## src/rtl/uart_tx_pkg.sv

```systemverilog
// Shared definitions for the memory-mapped UART transmitter: register offsets,
// STATUS/CTRL bit positions and the serializer state encoding.
package uart_tx_pkg;

  localparam logic [1:0] REG_TXDATA  = 2'd0;
  localparam logic [1:0] REG_STATUS  = 2'd1;
  localparam logic [1:0] REG_BAUDDIV = 2'd2;
  localparam logic [1:0] REG_CTRL    = 2'd3;

  localparam int ST_FULL  = 0;
  localparam int ST_EMPTY = 1;
  localparam int ST_BUSY  = 2;
  localparam int ST_OVF   = 3;
  localparam int ST_COUNT = 8;

  localparam int CTRL_TXEN  = 0;
  localparam int CTRL_FLUSH = 1;
  localparam int CTRL_IRQEN = 2;

  typedef enum logic [1:0] {
    S_IDLE,
    S_START,
    S_DATA,
    S_STOP
  } tx_state_e;

endpackage

```

## src/rtl/uart_tx_fifo.sv

```systemverilog
// Byte FIFO feeding the UART serializer. The head is visible on dout with no
// read latency; flush empties it and overrides any same-cycle push or pop.
module uart_tx_fifo #(
  parameter int DEPTH = 8
) (
  input  logic                     clk,
  input  logic                     reset,
  input  logic                     push,
  input  logic                     pop,
  input  logic                     flush,
  input  logic [7:0]               din,
  output logic [7:0]               dout,
  output logic                     full,
  output logic                     empty,
  output logic [$clog2(DEPTH):0]   count
);

  localparam int AW = $clog2(DEPTH);

  logic [7:0]    mem_q [DEPTH];
  logic [AW-1:0] wr_ptr_q, wr_ptr_d;
  logic [AW-1:0] rd_ptr_q, rd_ptr_d;
  logic [AW:0]   count_q, count_d;
  logic          push_ok, pop_ok;

  // Full/empty are judged on the pre-edge count, so a push into a full FIFO
  // is dropped even when a pop happens on the same edge.
  assign full    = (count_q == (AW+1)'(DEPTH));
  assign empty   = (count_q == '0);
  assign push_ok = push & ~full;
  assign pop_ok  = pop & ~empty;
  assign dout    = mem_q[rd_ptr_q];
  assign count   = count_q;

  always_comb begin
    wr_ptr_d = wr_ptr_q;
    rd_ptr_d = rd_ptr_q;
    count_d  = count_q;
    if (flush) begin
      wr_ptr_d = '0;
      rd_ptr_d = '0;
      count_d  = '0;
    end else begin
      if (push_ok) wr_ptr_d = wr_ptr_q + AW'(1);
      if (pop_ok)  rd_ptr_d = rd_ptr_q + AW'(1);
      case ({push_ok, pop_ok})
        2'b10:   count_d = count_q + (AW+1)'(1);
        2'b01:   count_d = count_q - (AW+1)'(1);
        default: count_d = count_q;
      endcase
    end
  end

  always_ff @(posedge clk) begin
    if (!reset) begin
      wr_ptr_q <= '0;
      rd_ptr_q <= '0;
      count_q  <= '0;
    end else begin
      wr_ptr_q <= wr_ptr_d;
      rd_ptr_q <= rd_ptr_d;
      count_q  <= count_d;
    end
  end

  always_ff @(posedge clk) begin
    if (push_ok && !flush) mem_q[wr_ptr_q] <= din;
  end

endmodule

```

## src/rtl/uart_tx_periph.sv

```systemverilog
// Memory-mapped 8N1 UART transmitter responding on a CPU memory bank:
// register file, TX FIFO and bit serializer with a programmable baud divider.
module uart_tx_periph
  import uart_tx_pkg::*;
#(
  parameter int          FIFO_DEPTH  = 8,
  parameter logic [15:0] DEFAULT_DIV = 16'd433
) (
  input  logic        clk,
  input  logic        reset,
  input  logic        en,
  input  logic [3:0]  memWrite,
  input  logic [10:0] addr,
  input  logic [31:0] wdata,
  output logic [31:0] rdata,
  output logic        txd,
  output logic        irq
);

  localparam int CW = $clog2(FIFO_DEPTH) + 1;

  logic [1:0]    sel;
  logic          wr_en, rd_en;
  logic          push, flush, pop;
  logic [7:0]    fifo_dout;
  logic          fifo_full, fifo_empty;
  logic [CW-1:0] fifo_count;
  logic [3:0]    count4;
  logic          busy, can_start, bit_end;
  logic          unused_bits;

  tx_state_e   state_q, state_d;
  logic [15:0] baud_div_q, baud_div_d;
  logic [15:0] bit_div_q, bit_div_d;
  logic [15:0] baud_cnt_q, baud_cnt_d;
  logic [2:0]  bit_idx_q, bit_idx_d;
  logic [7:0]  shift_q, shift_d;
  logic        txd_q, txd_d;
  logic        tx_en_q, tx_en_d;
  logic        irq_en_q, irq_en_d;
  logic        ovf_q, ovf_d;

  assign sel         = addr[1:0];
  assign wr_en       = en & (|memWrite);
  assign rd_en       = en & ~(|memWrite);
  assign push        = wr_en & (sel == REG_TXDATA) & memWrite[0];
  assign flush       = wr_en & (sel == REG_CTRL) & memWrite[0] & wdata[CTRL_FLUSH];
  assign count4      = 4'(fifo_count);
  assign busy        = (state_q != S_IDLE);
  assign irq         = irq_en_q & fifo_empty & ~busy;
  assign txd         = txd_q;
  assign unused_bits = ^{addr[10:2], wdata[31:16]};

  uart_tx_fifo #(.DEPTH(FIFO_DEPTH)) u_fifo (
    .clk   (clk),
    .reset (reset),
    .push  (push),
    .pop   (pop),
    .flush (flush),
    .din   (wdata[7:0]),
    .dout  (fifo_dout),
    .full  (fifo_full),
    .empty (fifo_empty),
    .count (fifo_count)
  );

  // A flush on this edge cancels the pop, so no new frame may start with it.
  assign can_start = tx_en_q & ~fifo_empty & ~flush;
  assign bit_end   = (baud_cnt_q == bit_div_q);

  always_comb begin
    baud_div_d = baud_div_q;
    tx_en_d    = tx_en_q;
    irq_en_d   = irq_en_q;
    ovf_d      = ovf_q;
    state_d    = state_q;
    bit_div_d  = bit_div_q;
    baud_cnt_d = baud_cnt_q;
    bit_idx_d  = bit_idx_q;
    shift_d    = shift_q;
    txd_d      = txd_q;
    pop        = 1'b0;

    if (wr_en && sel == REG_STATUS && memWrite[0] && wdata[ST_OVF]) ovf_d = 1'b0;
    if (push && fifo_full) ovf_d = 1'b1;

    if (wr_en && sel == REG_BAUDDIV) begin
      if (memWrite[0]) baud_div_d[7:0]  = wdata[7:0];
      if (memWrite[1]) baud_div_d[15:8] = wdata[15:8];
    end
    if (wr_en && sel == REG_CTRL && memWrite[0]) begin
      tx_en_d  = wdata[CTRL_TXEN];
      irq_en_d = wdata[CTRL_IRQEN];
    end

    // Every bit boundary latches the divisor, so a BAUDDIV write only
    // affects bits that start after it.
    case (state_q)
      S_IDLE: begin
        if (can_start) begin
          pop        = 1'b1;
          state_d    = S_START;
          txd_d      = 1'b0;
          shift_d    = fifo_dout;
          baud_cnt_d = '0;
          bit_div_d  = baud_div_q;
        end
      end
      S_START: begin
        if (bit_end) begin
          state_d    = S_DATA;
          bit_idx_d  = '0;
          txd_d      = shift_q[0];
          baud_cnt_d = '0;
          bit_div_d  = baud_div_q;
        end else begin
          baud_cnt_d = baud_cnt_q + 16'd1;
        end
      end
      S_DATA: begin
        if (bit_end) begin
          baud_cnt_d = '0;
          bit_div_d  = baud_div_q;
          if (bit_idx_q == 3'd7) begin
            state_d = S_STOP;
            txd_d   = 1'b1;
          end else begin
            bit_idx_d = bit_idx_q + 3'd1;
            txd_d     = shift_q[bit_idx_q + 3'd1];
          end
        end else begin
          baud_cnt_d = baud_cnt_q + 16'd1;
        end
      end
      S_STOP: begin
        if (bit_end) begin
          if (can_start) begin
            pop        = 1'b1;
            state_d    = S_START;
            txd_d      = 1'b0;
            shift_d    = fifo_dout;
            baud_cnt_d = '0;
            bit_div_d  = baud_div_q;
          end else begin
            state_d = S_IDLE;
          end
        end else begin
          baud_cnt_d = baud_cnt_q + 16'd1;
        end
      end
      default: state_d = S_IDLE;
    endcase
  end

  always_ff @(posedge clk) begin
    if (!reset) begin
      state_q    <= S_IDLE;
      baud_div_q <= DEFAULT_DIV;
      bit_div_q  <= DEFAULT_DIV;
      baud_cnt_q <= '0;
      bit_idx_q  <= '0;
      shift_q    <= '0;
      txd_q      <= 1'b1;
      tx_en_q    <= 1'b0;
      irq_en_q   <= 1'b0;
      ovf_q      <= 1'b0;
    end else begin
      state_q    <= state_d;
      baud_div_q <= baud_div_d;
      bit_div_q  <= bit_div_d;
      baud_cnt_q <= baud_cnt_d;
      bit_idx_q  <= bit_idx_d;
      shift_q    <= shift_d;
      txd_q      <= txd_d;
      tx_en_q    <= tx_en_d;
      irq_en_q   <= irq_en_d;
      ovf_q      <= ovf_d;
    end
  end

  always_comb begin
    rdata = '0;
    if (rd_en) begin
      case (sel)
        REG_STATUS: begin
          rdata[ST_FULL]          = fifo_full;
          rdata[ST_EMPTY]         = fifo_empty;
          rdata[ST_BUSY]          = busy;
          rdata[ST_OVF]           = ovf_q;
          rdata[ST_COUNT +: 4]    = count4;
        end
        REG_BAUDDIV: rdata[15:0] = baud_div_q;
        REG_CTRL: begin
          rdata[CTRL_TXEN]  = tx_en_q;
          rdata[CTRL_IRQEN] = irq_en_q;
        end
        default: rdata = '0;
      endcase
    end
  end

endmodule
```

## config.mk

```make
export PLATFORM = sky130hd
export DESIGN_NAME = uart_tx_periph
export DESIGN_NICKNAME = d
export VERILOG_FILES = /design/src/rtl/uart_tx_pkg.sv /design/src/rtl/uart_tx_fifo.sv /design/src/rtl/uart_tx_periph.sv
export SDC_FILE = /design/constraint.sdc
export NUM_CORES = 1
export LEC_CHECK = 0
export ABC_AREA = 1
export CORE_MARGIN = 3
export CORE_UTILIZATION = 50
export CTS_BUF_LIST = sky130_fd_sc_hd__clkbuf_16
export DETAILED_ROUTE_END_ITERATION = 8
export PLACE_DENSITY = 0.77
export SLEW_MARGIN = 30
export SYNTH_ARGS = -nofsm -noshare
export SYNTH_HDL_FRONTEND = slang
export SYNTH_HIERARCHICAL = 1
export SYNTH_SLANG_ARGS = --single-unit
```

## constraint.sdc

```tcl
create_clock -name clk -period 4.1 [get_ports clk]
set_clock_uncertainty 0.15 [all_clocks]
set_input_delay 0.41 -clock clk [delete_from_list [all_inputs] [get_ports clk]]
set_output_delay 0.41 -clock clk [all_outputs]
set_load 0.05 [all_outputs]
```

Word level (Yosys, flattened, before mapping)
Memories as Yosys holds them, arrays and structs flattened. A register that Yosys moved wholly into a read port is not among the register bits.
Index checks and enable logic that the tools add are counted.
Widths: inputs -> output; s select.
Storage, ports and cells
  register bits after elaboration: 75
  latch bits: 0
  bits in writable memories: 64
  memory bits (read-only): 0
  input port bits: 50
  output and inout port bits: 34
  word-level logic and storage cells: 134
  memories kept: 1
Memory list
  u_fifo.mem_q: depth 8, bits a word 8, rd ports 1, clocked after memory_dff 1, wr ports 1, line uart_tx_fifo.sv:20  | logic [7:0] mem_q [DEPTH];
Cells by class
  add/subtract/negate cells: 6
  $mul: 0
  div/mod/pow operators: 0
  magnitude comparators: 1
  equality and inequality tests: 18
  shift operators: 0
  muxes and demuxes: 48
  bitwise operators: 19
  reduce and logical (&&, ||, !) cells: 27
Operator list (count)
  $mux 16: 7
  $pmux 16 s3: 2
  $add 16x1->16 const B: 1
  $eq 16x16->1: 1
  $mux 8: 2
  $pmux 4 s2: 2
  $pmux 8 s2: 1
  $mux 3: 5
  $and 1x1->1: 13
  $mux 1: 13
  $ne 2x2->1 const B: 6
  $eq 2x2->1 const B: 5
  $mux 2: 5
  $reduce_bool 2->1: 5
  $add 3x1->3 const B: 3
  $logic_and 1x1->1: 8
  $mux 4: 2
  $pmux 2 s4: 1
  $reduce_and 2->1: 4
  $eq 2x1->1 const B: 3
  $not 1->1: 6
  $pmux 1 s2: 3
  $pmux 1 s3: 2
  $pmux 3 s2: 1
  other kinds (16): 18

Depth between registers and ports, before layout
  depth after elaboration: 13
  mapped depth: 21
  depth with buffers taken out: 20

Modules after synthesis
The synthesis kept the hierarchy.
By module, submodules not included
  uart_tx_periph: instances 1, cells each 616, area each 3936.3 um2, seq. area each 1301.2 um2
  uart_tx_fifo: instances 1, cells each 295, area each 3234.4 um2, seq. area each 2182.1 um2

Worst setup path before layout
No wires, ideal clock.
  kind: flip-flop to flip-flop
  start point: reg u_fifo.count_q[3], in the netlist u_fifo/count[3]
  end point: reg u_fifo.count_q[2], in the netlist u_fifo/count[2]
  setup time: 0.115 ns
  arrival: 2.778 ns
  required time: 3.835 ns
  path slack: 1.056 ns
  stages on the path, launching flop included: 19
  path buffers: 1
  clock period less this slack: 3.044 ns
  path through: dfxtp_1 inv_1 nand3_1 inv_1 inv_1 nand2_1 a21oi_4 inv_2 clkbuf_8 nor2_4 a21boi_0 nand2_1 inv_1 ha_1 inv_1 fa_1 xnor2_1 o21ai_0 inv_1
On the way
  longest elaborated chain between the ends: 10
  elaborated cells on any way between the ends: 15
  classes of those cells: eq/ne: 3; mux: 4; bitwise: 6; reduce/logical: 2
Ends and longest elaborated chain
  start: declaration: line uart_tx_fifo.sv:23  | logic [AW:0] count_q, count_d;
  start signal: assignment: line uart_tx_fifo.sv:62  | count_q <= count_d;
  $logic_not 4->1 (*): line uart_tx_fifo.sv:29  | assign empty = (count_q == '0);
  via fifo_empty: line uart_tx_periph.sv:26  | logic fifo_full, fifo_empty;
  $not 1->1 (*): line uart_tx_periph.sv:68  | assign can_start = tx_en_q & ~fifo_empty & ~flush;
  $and 1x1->1 (*) (2 in series): line uart_tx_periph.sv:68
  $mux 1 (*): line uart_tx_periph.sv:100, uart_tx_periph.sv:137
  $mux 1: line uart_tx_periph.sv:136  | if (bit_end) begin
  $pmux 1 s2 (*): line uart_tx_periph.sv:98  | case (state_q)
  via pop: line uart_tx_periph.sv:24  | logic push, flush, pop;
  $and 1x1->1 (*): line uart_tx_fifo.sv:31  | assign pop_ok = pop & ~empty;
  via u_fifo.pop_ok: line uart_tx_fifo.sv:24  | logic push_ok, pop_ok;
  $eq 2x1->1 / $eq 2x2->1 (equally long branches): line uart_tx_fifo.sv:46  | case ({push_ok, pop_ok})
  $pmux 4 s2 / $reduce_bool 2->1 (equally long branches)
Mark *: on every way through the listed nets, which the timed path passes. The rest lies on a longest branch.
A chain may end at the register's enable or synchronous reset.

Worst setup path in the final report
  start point: in addr[0]
  end point: out rdata[13]
On the way
  longest elaborated chain between the ends: 3
Ends and longest elaborated chain
  start: declaration: line uart_tx_periph.sv:13  | input logic [10:0] addr,
  $eq 2x2->1: line uart_tx_periph.sv:184  | case (sel)
  $mux 4: line uart_tx_periph.sv:184
  $mux 16: line uart_tx_periph.sv:183  | if (rd_en) begin
  end: declaration: line uart_tx_periph.sv:15  | output logic [31:0] rdata,
Every way passes these cells.

==> impl_summary.log <==
[metrics] number of H-tree levels: 4
[metrics] area after detailed placement: 0.00763 mm2
[metrics] leakage dissipation: approximately 3.3 nW
[metrics] Max FO, Critical Path: 13
[metrics] netlist area before placement: 0.00717 mm2
[metrics] remaining antenna violation count: 0
[metrics] Worst Setup Slack post-DPL: slightly above 0.6 ns
[metrics] top_reg_cell synth: dfxtp_1
[metrics] cell accounting for the most synthesized area: edfxtp_1
[metrics] Final nets: 1022
[metrics] Synth async-reset ratio: 0%
[metrics] total clock buffers created by CTS: 17
[metrics] DPL Wire Length: approximately 11 mm
[metrics] # port buffers: 42
[metrics] largest net degree at the start of global routing: 38
[metrics] CTS Root Buffer Type: clkbuf_16
[metrics] fin crit share: 79.3%
[metrics] number of DRC markers after the initial detailed-route iteration: between 400 and 500
[metrics] cell area power density: ~420 mW/mm2
[metrics] overall global routing resource usage: 20.3%
[metrics] worst-skew pair later-pin latency: ~0.43 ns
[metrics] initial core utilization: 51.5%
[metrics] area of all placed cells without fillers: between 0.008 and 0.009 mm2
[metrics] number of optimization iterations in the first detailed-route pass: 5
[metrics] initial antenna violation count: 0
[metrics] DIE AREA: between 0.015 and 0.02 mm2
[metrics] Max Clk Rate: a little over 300 MHz
[metrics] setup TNS: 0 ns
[metrics] synth top area cells: edfxtp_1 (27%), dfxtp_1 (22%), nand2_1 (11%), nor2_1 (6.3%), nand3_1 (5.4%)
[metrics] Min Clock Period, post-route: around 3.3 ns
[metrics] CP max stage cell: clkdlybuf4s50_1
[metrics] PnR worst setup slack: 0.848 ns
[metrics] Register-to-Register Setup Slack: 1.04 ns
[metrics] number of inserted diodes: 0
[metrics] DR vias: about 6000
[metrics] remaining global-route overflow: 0
[metrics] Avg WL per Cell: 13.6 um
[metrics] worst supply voltage drop on vdd: 0.330 mV
[metrics] setup repair after global routing missed its margin: false
[metrics] pin slew with the least headroom to its limit: between 0.8 and 0.9 ns
[metrics] CTS clock-pin slew for the worst setup and hold paths: about 0.060 ns
[metrics] post-route core utilization: between 50% and 60%
[metrics] Final Hold Vio Count: 0
[metrics] routed wire length: roughly 16 mm
[metrics] quantity of hold-fixing buffers added after cts: 0
[metrics] max-capacitance violation count: 0
[metrics] CP required: around 3.5 ns
[metrics] ordered cell list for the critical path: clkdlybuf4s50_1 > inv_1 > ha_1 > inv_1 > nor3_1 > clkdlybuf4s50_1
[metrics] portion of the post-synthesis area used by sequential elements: 48.6%
[metrics] number of enable flip-flop cells after synthesis: between 60 and 70
[metrics] Max Transition Viols Final: 0
[metrics] count of instances resized after the clock tree is built: 0
[metrics] clock tree buffer depth: 2
[metrics] critical path start-end classification: input port to primary output
[metrics] number of design rule violations left after detail routing: 0
[metrics] count of clock tree sinks: roughly 140
[metrics] Via-to-Cell Ratio: approximately 5.2
[metrics] remaining max-slew budget at the tightest pin: around 46%
[metrics] Arrival @ worst endpoint: around 2.7 ns
[metrics] fraction of final layout cells sized beyond drive strength 1: 7.24%
[metrics] status: complete, no violations
[metrics] Final Hold Slack: about 0.32 ns
[metrics] clock tree from TritonCTS: done
[metrics] worst hold-check path type: register to register
[metrics] synthesized instance count: slightly above 900
[metrics] Commonest cells post-synth: nand2_1 (218), nor2_1 (120), inv_1 (90)
[metrics] Std-Cell Core Area: roughly 0.014 mm2
[metrics] CP Capture Type: primary output
[metrics] Vert. Die Dim: between 100 and 150 um
[metrics] I/O pins: between 80 and 90
[metrics] # setup viols final: 0
[metrics] via count of the first global-routing pass: between 5000 and 6000
[metrics] CP startpoint kind: input port
[metrics] global-route wire length before repair: about 26 mm
[metrics] die width: between 100 and 150 um
[metrics] count of standard-cell rows: between 40 and 50
[metrics] most frequent cell after synthesis: nand2_1
[metrics] Area Overhead vs Synth: 14.1%
[metrics] unique cell type count in the Yosys netlist: 37
[metrics] number of synthesized register bits: between 100 and 150
[metrics] synthesized area divided by synthesized cell count: ~7.9 um2
[metrics] share of the synthesized area in the top cell type: a little over a quarter
[metrics] GP Congestion: between 0.9 and 1
[metrics] setup repair bufs after CTS: 0
[metrics] slowest cell delay on critical path: roughly 0.84 ns
[metrics] count of yosys warnings during synthesis: 6
[area by class of cell]
type / instances / area, um2
fill: 1225 / 5750
clock buffer: 17 / 425
clock inverter: 15 / 126
tap: 180 / 225
multi-input combinational: 644 / 3060
timing repair buffer: 51 / 488
sequential: 142 / 3480
inverter: 98 / 368
[metrics by stage]
step | cells | total power [mW]
after CTS | 1147 | 3.49
after detailed placement | 1115 | 2.06
after global placement | 1115 | 2.06
final | 1147 | 3.47
after floorplan | 926 | 1.96
after global routing | 1147 | 3.62
[power by group]
group	total, mW	switching, mW	internal [mW]
clock network	1.43	0.638	0.791
logic	0.483	0.341	0.142
registers	1.56	0.0391	1.52
[logic make-up (layout without fill, tap and decap cells)]
kind of cell | Yosys count | count (layout) | synth area share [%]
compound gates | 137 | 137 | 9.96
xor+xnor | 8 | 8 | 0.977
fa+ha+maj | 18 | 18 | 3.25
buf+inv | 140 | 181 | 9.47
flops | 142 | 142 | 48.6
other cells | 1 | 16 | 0.0523
simple gates | 465 | 465 | 27.7
[layer usage]
metal / global-route usage, % / wire length [um] / vias to the layer above
met4: 9.15 / 383 / 0
met1: 25.8 / 7020 / 2735
met5: 0 / 0 / -
met2: 32.3 / 7180 / 176
met3: 5.60 / 1040 / 30
li1: - / - / 3030
[worst max-delay path, delay by kind of cell]
kind / cells / cell delay [ns]
fa+ha+maj: 1 / 0.43
simple gates: 1 / 0.22
buf+inv: 4 / 1.64
[state kept, by name, summed over array words and instances, names as in the netlist, named ones only]
| signal | cells |
|---|---|
| ovf_q | 1 |
| u_fifo/mem_q | 64 |
| irq_en_q | 1 |
| bit_div_q | 16 |
| txd | 1 |
| tx_en_q | 1 |
| bit_idx_q | 3 |
| u_fifo/wr_ptr_q | 3 |
| shift_q | 8 |
| u_fifo/rd_ptr_q | 3 |
| baud_div_q | 16 |
| u_fifo/count | 4 |
| state_q | 2 |
| baud_cnt_q | 16 |
[cell usage in the layout, fill, tap and decap left out, types with 5 or more instances in the layout]
master             n
inv_2              7
dfxtp_1           77
o21ai_0           47
conb_1            16
ha_1              17
xor2_1             6
inv_6              5
clkbuf_16         17
buf_4              9
nor2_1           120
inv_1             90
edfxtp_1          64
a21oi_1           56
o21ai_1           27
nor2_2             7
nand3_1           78
clkdlybuf4s50_1   42
nand2_1          218
nor3_1            17
nand4_1           12
[path summary, 6_finish.rpt]
check | from | to | depth (start not counted)
worst min register to register | shift_q[1]$_SDFFE_PN0P_ | shift_q[1]$_SDFFE_PN0P_ | 2
worst min-delay path | shift_q[1]$_SDFFE_PN0P_ | shift_q[1]$_SDFFE_PN0P_ | 2
worst max register to register | u_fifo/count[3]$_SDFFE_PP0P_ | u_fifo/count[2]$_SDFFE_PP0P_ | 18
worst max-delay path | addr[0] | rdata[13] | 6
(Power assumes the default switching activity.)
